## config.mk

```make
export PLATFORM = sky130hd
export DESIGN_NAME = key_scan_4x4
export DESIGN_NICKNAME = d
export VERILOG_FILES = /design/src/rtl/key_scan_4x4.sv
export SDC_FILE = /design/constraint.sdc
export NUM_CORES = 1
export LEC_CHECK = 0
export CORE_ASPECT_RATIO = 0.8
export CORE_MARGIN = 1.5
export CORE_UTILIZATION = 56
export CTS_CLUSTER_DIAMETER = 100
export DETAILED_ROUTE_END_ITERATION = 8
export GPL_ROUTABILITY_DRIVEN = 0
export HOLD_SLACK_MARGIN = 0.05
export PLACE_DENSITY = 0.88
export SLEW_MARGIN = 10
export SYNTH_ARGS = -nofsm -noshare
export SYNTH_HDL_FRONTEND = slang
export SYNTH_SLANG_ARGS = --single-unit
```

## constraint.sdc

```tcl
create_clock -name clk -period 9.1 [get_ports clk]
set_input_delay 1.365 -clock clk [delete_from_list [all_inputs] [get_ports clk]]
set_output_delay 1.365 -clock clk [all_outputs]
set_load 0.005 [all_outputs]
```

## src/rtl/key_scan_4x4.sv

```systemverilog
// 4x4 keypad scanner: walks an active-low row strobe on each 1 kHz tick and
// debounces whole-keypad frames into a single accepted key code per press.
`timescale 1ns/1ps
module key_scan_4x4 #(
  parameter int unsigned DEBOUNCE_FRAMES = 5
) (
  input  logic       clk,
  input  logic       rst_n,
  input  logic       clk_1khz,
  input  logic [3:0] col,
  output logic [3:0] row,
  output logic [3:0] key_code,
  output logic       key_valid,
  output logic       key_held
);
  // state    | meaning
  // IDLE     | no key accepted, waiting for a single-key frame
  // DEBOUNCE | counting identical single-key frames for cand
  // PRESSED  | key accepted and still held
  // RELEASE  | counting empty frames before returning to IDLE
  typedef enum logic [1:0] {IDLE, DEBOUNCE, PRESSED, RELEASE} state_t;

  localparam logic [3:0] DF = 4'(DEBOUNCE_FRAMES);

  state_t      state, state_nxt;
  logic        clk_1khz_d;
  logic [3:0]  col_meta, col_sync;
  logic [1:0]  row_idx;
  logic [11:0] hits;
  logic [3:0]  cand, cand_nxt;
  logic [3:0]  cnt, cnt_nxt;
  logic [3:0]  code_nxt;
  logic        valid_nxt, held_nxt;
  logic        tick, frame_done, single;
  logic [15:0] frame_keys;
  logic [4:0]  n_hit;
  logic [3:0]  hit_code;

  assign tick       = clk_1khz & ~clk_1khz_d;
  assign frame_done = tick && (row_idx == 2'd3);
  assign frame_keys = {~col_sync, hits};
  assign row        = ~(4'b0001 << row_idx);

  always_comb begin
    n_hit    = '0;
    hit_code = '0;
    for (int i = 0; i < 16; i++) begin
      if (frame_keys[i]) begin
        n_hit    = n_hit + 5'd1;
        hit_code = 4'(i);
      end
    end
  end

  assign single = (n_hit == 5'd1);

  // Each tick samples the row driven for the past 1 ms, then moves on.
  always_ff @(posedge clk or negedge rst_n) begin
    if (!rst_n) begin
      clk_1khz_d <= 1'b1;
      col_meta   <= 4'b1111;
      col_sync   <= 4'b1111;
      row_idx    <= 2'd0;
      hits       <= '0;
    end else begin
      clk_1khz_d <= clk_1khz;
      col_meta   <= col;
      col_sync   <= col_meta;
      if (tick) begin
        row_idx <= row_idx + 2'd1;
        case (row_idx)
          2'd0:    hits[3:0]  <= ~col_sync;
          2'd1:    hits[7:4]  <= ~col_sync;
          2'd2:    hits[11:8] <= ~col_sync;
          default: hits       <= '0;
        endcase
      end
    end
  end

  always_ff @(posedge clk or negedge rst_n) begin
    if (!rst_n) begin
      state     <= IDLE;
      cand      <= '0;
      cnt       <= '0;
      key_code  <= '0;
      key_valid <= 1'b0;
      key_held  <= 1'b0;
    end else begin
      state     <= state_nxt;
      cand      <= cand_nxt;
      cnt       <= cnt_nxt;
      key_code  <= code_nxt;
      key_valid <= valid_nxt;
      key_held  <= held_nxt;
    end
  end

  always_comb begin
    state_nxt = state;
    cand_nxt  = cand;
    cnt_nxt   = cnt;
    code_nxt  = key_code;
    valid_nxt = 1'b0;
    held_nxt  = key_held;
    if (frame_done) begin
      case (state)
        IDLE: begin
          if (single) begin
            cand_nxt = hit_code;
            if (DF == 4'd1) begin
              code_nxt  = hit_code;
              valid_nxt = 1'b1;
              held_nxt  = 1'b1;
              cnt_nxt   = '0;
              state_nxt = PRESSED;
            end else begin
              cnt_nxt   = 4'd1;
              state_nxt = DEBOUNCE;
            end
          end
        end
        DEBOUNCE: begin
          if (!single) begin
            cnt_nxt   = '0;
            state_nxt = IDLE;
          end else if (hit_code != cand) begin
            cand_nxt = hit_code;
            cnt_nxt  = 4'd1;
          end else if (cnt + 4'd1 == DF) begin
            code_nxt  = cand;
            valid_nxt = 1'b1;
            held_nxt  = 1'b1;
            cnt_nxt   = '0;
            state_nxt = PRESSED;
          end else begin
            cnt_nxt = cnt + 4'd1;
          end
        end
        PRESSED: begin
          // A different single key while held is ignored until full release.
          if (!single) begin
            if (DF == 4'd1) begin
              held_nxt  = 1'b0;
              cnt_nxt   = '0;
              state_nxt = IDLE;
            end else begin
              cnt_nxt   = 4'd1;
              state_nxt = RELEASE;
            end
          end
        end
        default: begin
          if (single) begin
            cnt_nxt   = '0;
            state_nxt = PRESSED;
          end else if (cnt + 4'd1 == DF) begin
            held_nxt  = 1'b0;
            cnt_nxt   = '0;
            state_nxt = IDLE;
          end else begin
            cnt_nxt = cnt + 4'd1;
          end
        end
      endcase
    end
  end
endmodule

```

==> impl_metrics.env, run 1 <==
export IMPL_slowest_stage="dfrtp_1"
export IMPL_clkLatencyLatePin_ns=0.30
export IMPL_synth_fp_nets=437
export IMPL_multi_input_area_um2=2900
export IMPL_min_period_over_period_pct=102
export IMPL_cts_hold_buf=0
export IMPL_drive_above_1_share_pct=32.2
export IMPL_n_antenna_cell=0
export IMPL_avgSynthCellArea_um2=9.24
export IMPL_fin_ws_ns=-0.205
export IMPL_post_synth_top_area_fraction_pct=20.1
export IMPL_synth_largest_area_cell="dfrtp_1"
export IMPL_drt_iter0_drc=264
export IMPL_dp_final_hpwl_um=6170
export IMPL_finalHoldViolCount=0
export IMPL_ys_flop_type="dfrtp_1"
export IMPL_dr_pass1_iters=5
export IMPL_cap_violations=0
export IMPL_hold_class="reg2reg"
export IMPL_grt_start_max_net_pins=40
export IMPL_nNetsFinal=494
export IMPL_synth_commonest_cells="37 x nor2_1, 30 x dfrtp_1, 30 x nand2_1"
export IMPL_wl_per_cell_um=17.2
export IMPL_rows=26
export IMPL_antenna_found_initial=0
export IMPL_die_height_um=76.1
export IMPL_rsz0062_at_grt="true"
export IMPL_routed_via_density=5.99
export IMPL_clock_skew_ns=0.00851
export IMPL_drv_slew=0
export IMPL_grt_overflow=0
export IMPL_synth_area_um2=3740
export IMPL_holdPathStages=0
export IMPL_die_x_um=94.4
export IMPL_crit_start="hits[1]"
export IMPL_io_buffers=16
export IMPL_cp_depth=54
export IMPL_grt_use_total_pct=26.1
export IMPL_fmax_mhz=107
export IMPL_ys_seq_elements=39
export IMPL_cp_end_kind="register"
export IMPL_die_area_um2=7190
export IMPL_yosysUniqueCellTypes=72
export IMPL_timing_slew_headroom_pct=36.2
export IMPL_instances_no_fill=547
export IMPL_crit_path_start_kind="register"
export IMPL_setup_viol_count_final=14
export IMPL_area_growth_pct=26.8
export IMPL_io_pins=17
export IMPL_yosysMostFrequentCell="nor2_1"
export IMPL_violations="setup timing"
export IMPL_critPathTopFamily="adder cells"
export IMPL_worstReg2RegStart="hits[1]"
export IMPL_synth_edf_count=0
export IMPL_cts_htree_levels=2
export IMPL_synth_seq_area_share_pct=26.4
export IMPL_root_buffer="clkbuf_8"
export IMPL_clkSinkCount=39
export IMPL_clkSlewWorstSetupHoldPaths_ns=0.09
export IMPL_finalWirelength_um=9390
export IMPL_critPathMostFrequentCell="ha_4"
export IMPL_reg2reg_depth=54
export IMPL_core_um2=6410
export IMPL_cts_tree="done"
export IMPL_grt_pass1_wl_um=15200
export IMPL_nFillCells=393
export IMPL_critPathBufInv=6
export IMPL_path_max_fanout=4
export IMPL_layout_min_cycle_time_ns=9.31
export IMPL_critPathMaxStageDelay_ns=0.41
export IMPL_synthArstFlopShare_pct=100
export IMPL_worst_pin_slew_ns=0.944
export IMPL_cts_buffers=5
export IMPL_synthTopCellsByArea="dfrtp_1 20%, ha_1 8.4%, dfstp_2 6.3%, xnor2_1 5.6%, xnor3_1 4.8%"
export IMPL_syn_inst=405
export IMPL_whs_ns=0.361
export IMPL_seqCellArea_um2=987
export IMPL_status="complete, but fails checks"
export IMPL_crit_type="reg2reg"
export IMPL_num_vias=3275
export IMPL_post_dp_cell_area_um2=4290
export IMPL_dp_slack_ns=-0.351
export IMPL_cts_buffer_depth=2
export IMPL_grt_pass1_vias=3202
export IMPL_cp_required_ns=9.29
export IMPL_cp_arrival_ns=9.50
export IMPL_initial_core_util_pct=58.4
export IMPL_r2r_slack_ns=-0.21
export IMPL_remaining_drc_errors=0
export IMPL_ys_warn_count=0
export IMPL_hp_start="col_meta[3]"
export IMPL_final_cell_area_um2=4750
export IMPL_placed_cells=516
export IMPL_antenna_left=0
==> state kept, by name, indices dropped and copies added, names as in the netlist, named ones only <==
| signal | flops |
|---|---|
| hits | 12 |
| cand | 4 |
| cnt | 4 |
| col_meta | 4 |
| col_sync | 4 |
| key_code | 4 |
| row_idx | 2 |
| clk_1khz_d | 1 |
| key_held | 1 |
| key_valid | 1 |
| state | 1 |
==> kinds of logic after synthesis <==
logic type | Yosys count | share of synthesized area [%]
AO/OA/AOI/OAI | 74 | 14.4
XOR/XNOR | 56 | 18.4
adder cells (fa/ha/maj) | 26 | 8.66
buffers and inverters | 42 | 4.55
flip-flops | 39 | 26.4
multiplexers | 22 | 6.45
AND/OR/NAND/NOR | 146 | 21.1
==> worst paths after layout <==
path / end
min: col_sync[3]
min reg2reg: col_sync[3]
max in group asynchronous: cand[3]
max: cand[2]
max reg2reg: cand[2]
min in group asynchronous: cnt[0]
==> per-layer routing <==
layer	GRT usage [%]	vias to the layer above	share of wire (%)	wire, um
met5	0	-	0	0
met4	8.21	0	2.8	260
met3	3.19	23	3.0	281
met2	43.7	82	51	4750
met1	34.8	1619	44	4090
li1	-	1551	-	-
==> per-stage QoR <==
| stage | setup TNS [ns] | utilization [%] |
|---|---|---|
| 6_report | -2.39 | 74.1 |
| 5_1_grt | -9.10 | 74.1 |
| 4_1_cts | -0.162 | 72.2 |
| 3_5_place_dp | -4.07 | 67.0 |
| 3_3_place_gp | -0.144 | 67.0 |
| 2_1_floorplan | -0.00407 | - |
==> final cells by class <==
class / count / area share [%]
tap: 84 / 2.21
inverter: 27 / 2.13
multi-input combinational: 324 / 61.1
timing repair buffer: 65 / 11.3
sequential: 39 / 20.8
clock buffer: 5 / 1.45
clock inverter: 3 / 1.00
==> placed cells by master (no fill, tap or decap), types with 5 or more instances in the layout <==
| cell type | n |
|---|---|
| clkdlybuf4s50_1 | 15 |
| nand2b_1 | 6 |
| a21oi_1 | 9 |
| nor3_1 | 8 |
| nor2_1 | 35 |
| mux2_4 | 6 |
| ha_4 | 8 |
| o31ai_1 | 6 |
| nand3_2 | 5 |
| o21ai_0 | 8 |
| dfstp_2 | 9 |
| mux2_2 | 10 |
| buf_4 | 45 |
| nor4_1 | 5 |
| xnor2_1 | 23 |
| mux2i_1 | 5 |
| inv_2 | 6 |
| xnor2_2 | 6 |
| nand2_1 | 28 |
| dfrtp_1 | 30 |
| xor2_1 | 14 |
| clkbuf_8 | 5 |
| nand3_1 | 13 |
| nor2b_1 | 5 |
| nor3b_1 | 5 |
| inv_1 | 21 |
| ha_1 | 17 |
| xnor3_1 | 8 |
==> what timing repair did <==
| action | in CTS | in global routing |
|---|---|---|
| setup endpoints to repair | 16 | 16 |
| resized for setup | 19 | 13 |
| pin swaps | 18 | 12 |
| setup buffers | 16 | 9 |
Power of run 1 is not shown: default switching activity piles up to over one toggle a cycle in this logic, so the estimate is an artifact.
==> run 2: changes to the inputs <==
- CORE_UTILIZATION: 56 -> 62
- PLACE_DENSITY: 0.88 -> 0.91
- clock period: 9.1 -> 10.6 ns (I/O delays scaled with it)
==> impl_metrics.env, run 2 (synthesis gave the netlist of run 1 again) <==
export IMPL_area_growth_pct=16.6
export IMPL_critPathMaxStageDelay_ns=0.41
export IMPL_largest_register_ffs=12
export IMPL_clkSinkCount=39
export IMPL_remaining_drc_errors=0
export IMPL_hold_class="reg2reg"
export IMPL_r2r_end="key_held"
export IMPL_grt_use_total_pct=27.1
export IMPL_grt_pass1_wl_um=14400
export IMPL_clkSlewWorstSetupHoldPaths_ns=0.08
export IMPL_crit_path_start_kind="register"
export IMPL_drive_above_1_share_pct=23.1
export IMPL_die_area_um2=6520
export IMPL_cts_buffer_depth=2
export IMPL_regMostFlops="hits"
export IMPL_fmax_mhz=96.8
export IMPL_reg2reg_depth=54
export IMPL_cp_arrival_ns=10.58
export IMPL_worstReg2RegStart="hits[0]"
export IMPL_routed_via_density=6.29
export IMPL_io_buffers=16
export IMPL_cp_required_ns=10.84
export IMPL_cp_end_kind="register"
export IMPL_clkLatencyLatePin_ns=0.30
export IMPL_finalWirelength_um=9480
export IMPL_status="finished clean"
export IMPL_layout_min_cycle_time_ns=10.33
export IMPL_worst_pin_slew_ns=0.851
export IMPL_dp_final_hpwl_um=5990
export IMPL_rows=25
export IMPL_r2r_slack_ns=0.27
export IMPL_wl_per_cell_um=18.4
export IMPL_critPathMostFrequentCell="ha_1"
export IMPL_grt_overflow=0
export IMPL_cts_buffers=5
export IMPL_antenna_left=0
export IMPL_cts_hold_buf=0
export IMPL_layout_commonest_cell="nor2_1"
export IMPL_core_um2=5880
export IMPL_cts_htree_levels=2
export IMPL_die_x_um=89.9
export IMPL_nNetsFinal=464
export IMPL_die_height_um=72.5
export IMPL_cap_violations=0
export IMPL_grt_start_max_net_pins=40
export IMPL_final_cell_mix="36 x nor2_1, 30 x dfrtp_1, 29 x nand2_1"
export IMPL_endpoint="key_held"
export IMPL_io_pins=17
export IMPL_n_antenna_cell=0
export IMPL_dr_pass1_iters=5
export IMPL_crit_type="reg2reg"
export IMPL_num_vias=3234
export IMPL_cts_tree="done"
export IMPL_fin_setup_tns_ns=0
export IMPL_setup_viol_count_final=0
export IMPL_antenna_found_initial=0
export IMPL_path_max_fanout=4
export IMPL_grt_pass1_vias=3065
export IMPL_drt_iter0_drc=252
export IMPL_initial_core_util_pct=63.7
export IMPL_timing_slew_headroom_pct=42.5
export IMPL_slowest_stage="dfrtp_1"
export IMPL_root_buffer="clkbuf_8"
export IMPL_drv_slew=0
export IMPL_clock_skew_ns=0.00960
export IMPL_crit_start="hits[0]"
export IMPL_finalHoldViolCount=0
export IMPL_min_period_over_period_pct=97.5
## run 2: changes by cell type in the layout (fill, tap and decap cells not counted), sizes merged
cell | before | now
clkbuf | 5 | 6
buf | 50 | 20
clkinv | 1 | 0
## run 2: worst min-delay path by stage
stage / endpoint / depth (start not counted) / startpoint / slack [ns]
floorplan: col_sync[0] / 0 / col_meta[0] / 0.35
global placement: col_sync[2] / 0 / col_meta[2] / 0.35
detailed placement: col_sync[2] / 0 / col_meta[2] / 0.35
CTS: col_sync[0] / 0 / col_meta[0] / 0.36
global route: col_sync[0] / 0 / col_meta[0] / 0.37
finish: col_sync[0] / 0 / col_meta[0] / 0.36
## run 2: layer usage
layer | up-vias | wire length [um] | GRT usage, %
li1 | 1495 | - | -
met1 | 1533 | 4050 | 34.0
met2 | 172 | 4650 | 47.3
met3 | 34 | 533 | 4.51
met4 | 0 | 249 | 10.8
met5 | - | 0 | 0
## run 2: worst max-delay path: cells and delay by family, from the launching register on
| kind | cells | cell delay, ns |
|---|---|---|
| compound gates | 12 | 1.64 |
| flops | 1 | 0.41 |
| xor+xnor | 4 | 0.70 |
| simple gates | 16 | 2.50 |
| buf+inv | 6 | 0.64 |
| fa+ha+maj | 14 | 3.84 |
| mux | 2 | 0.55 |
## run 2: cell type report
cell class,instances,area [um2]
clock buffer,6,82.6
clock inverter,2,38.8
fill,380,1520
inverter,27,101
multi-input combinational,324,2750
sequential,39,987
tap,81,101
timing repair buffer,35,302
## run 2: timing repair
item	CTS	global route
setup buffers	2	15
setup endpoints to repair	16	16
pin swaps	3	14
resized for setup	2	37
## run 2: stage by stage
step / cell area, um2 / instances / hold slack [ns] / util, % / setup WS [ns]
after floorplan: 3740 / 405 / 0.345 / - / 0.672
after global placement: 3950 / 489 / 0.345 / 67.1 / 0.292
after detailed placement: 3950 / 489 / 0.351 / 67.1 / -0.306
after CTS: 4100 / 499 / 0.361 / 69.7 / 0.0208
after global routing: 4360 / 514 / 0.369 / 74.2 / -0.179
final: 4360 / 514 / 0.360 / 74.2 / 0.268
Power of run 2 is left out for the same reason.
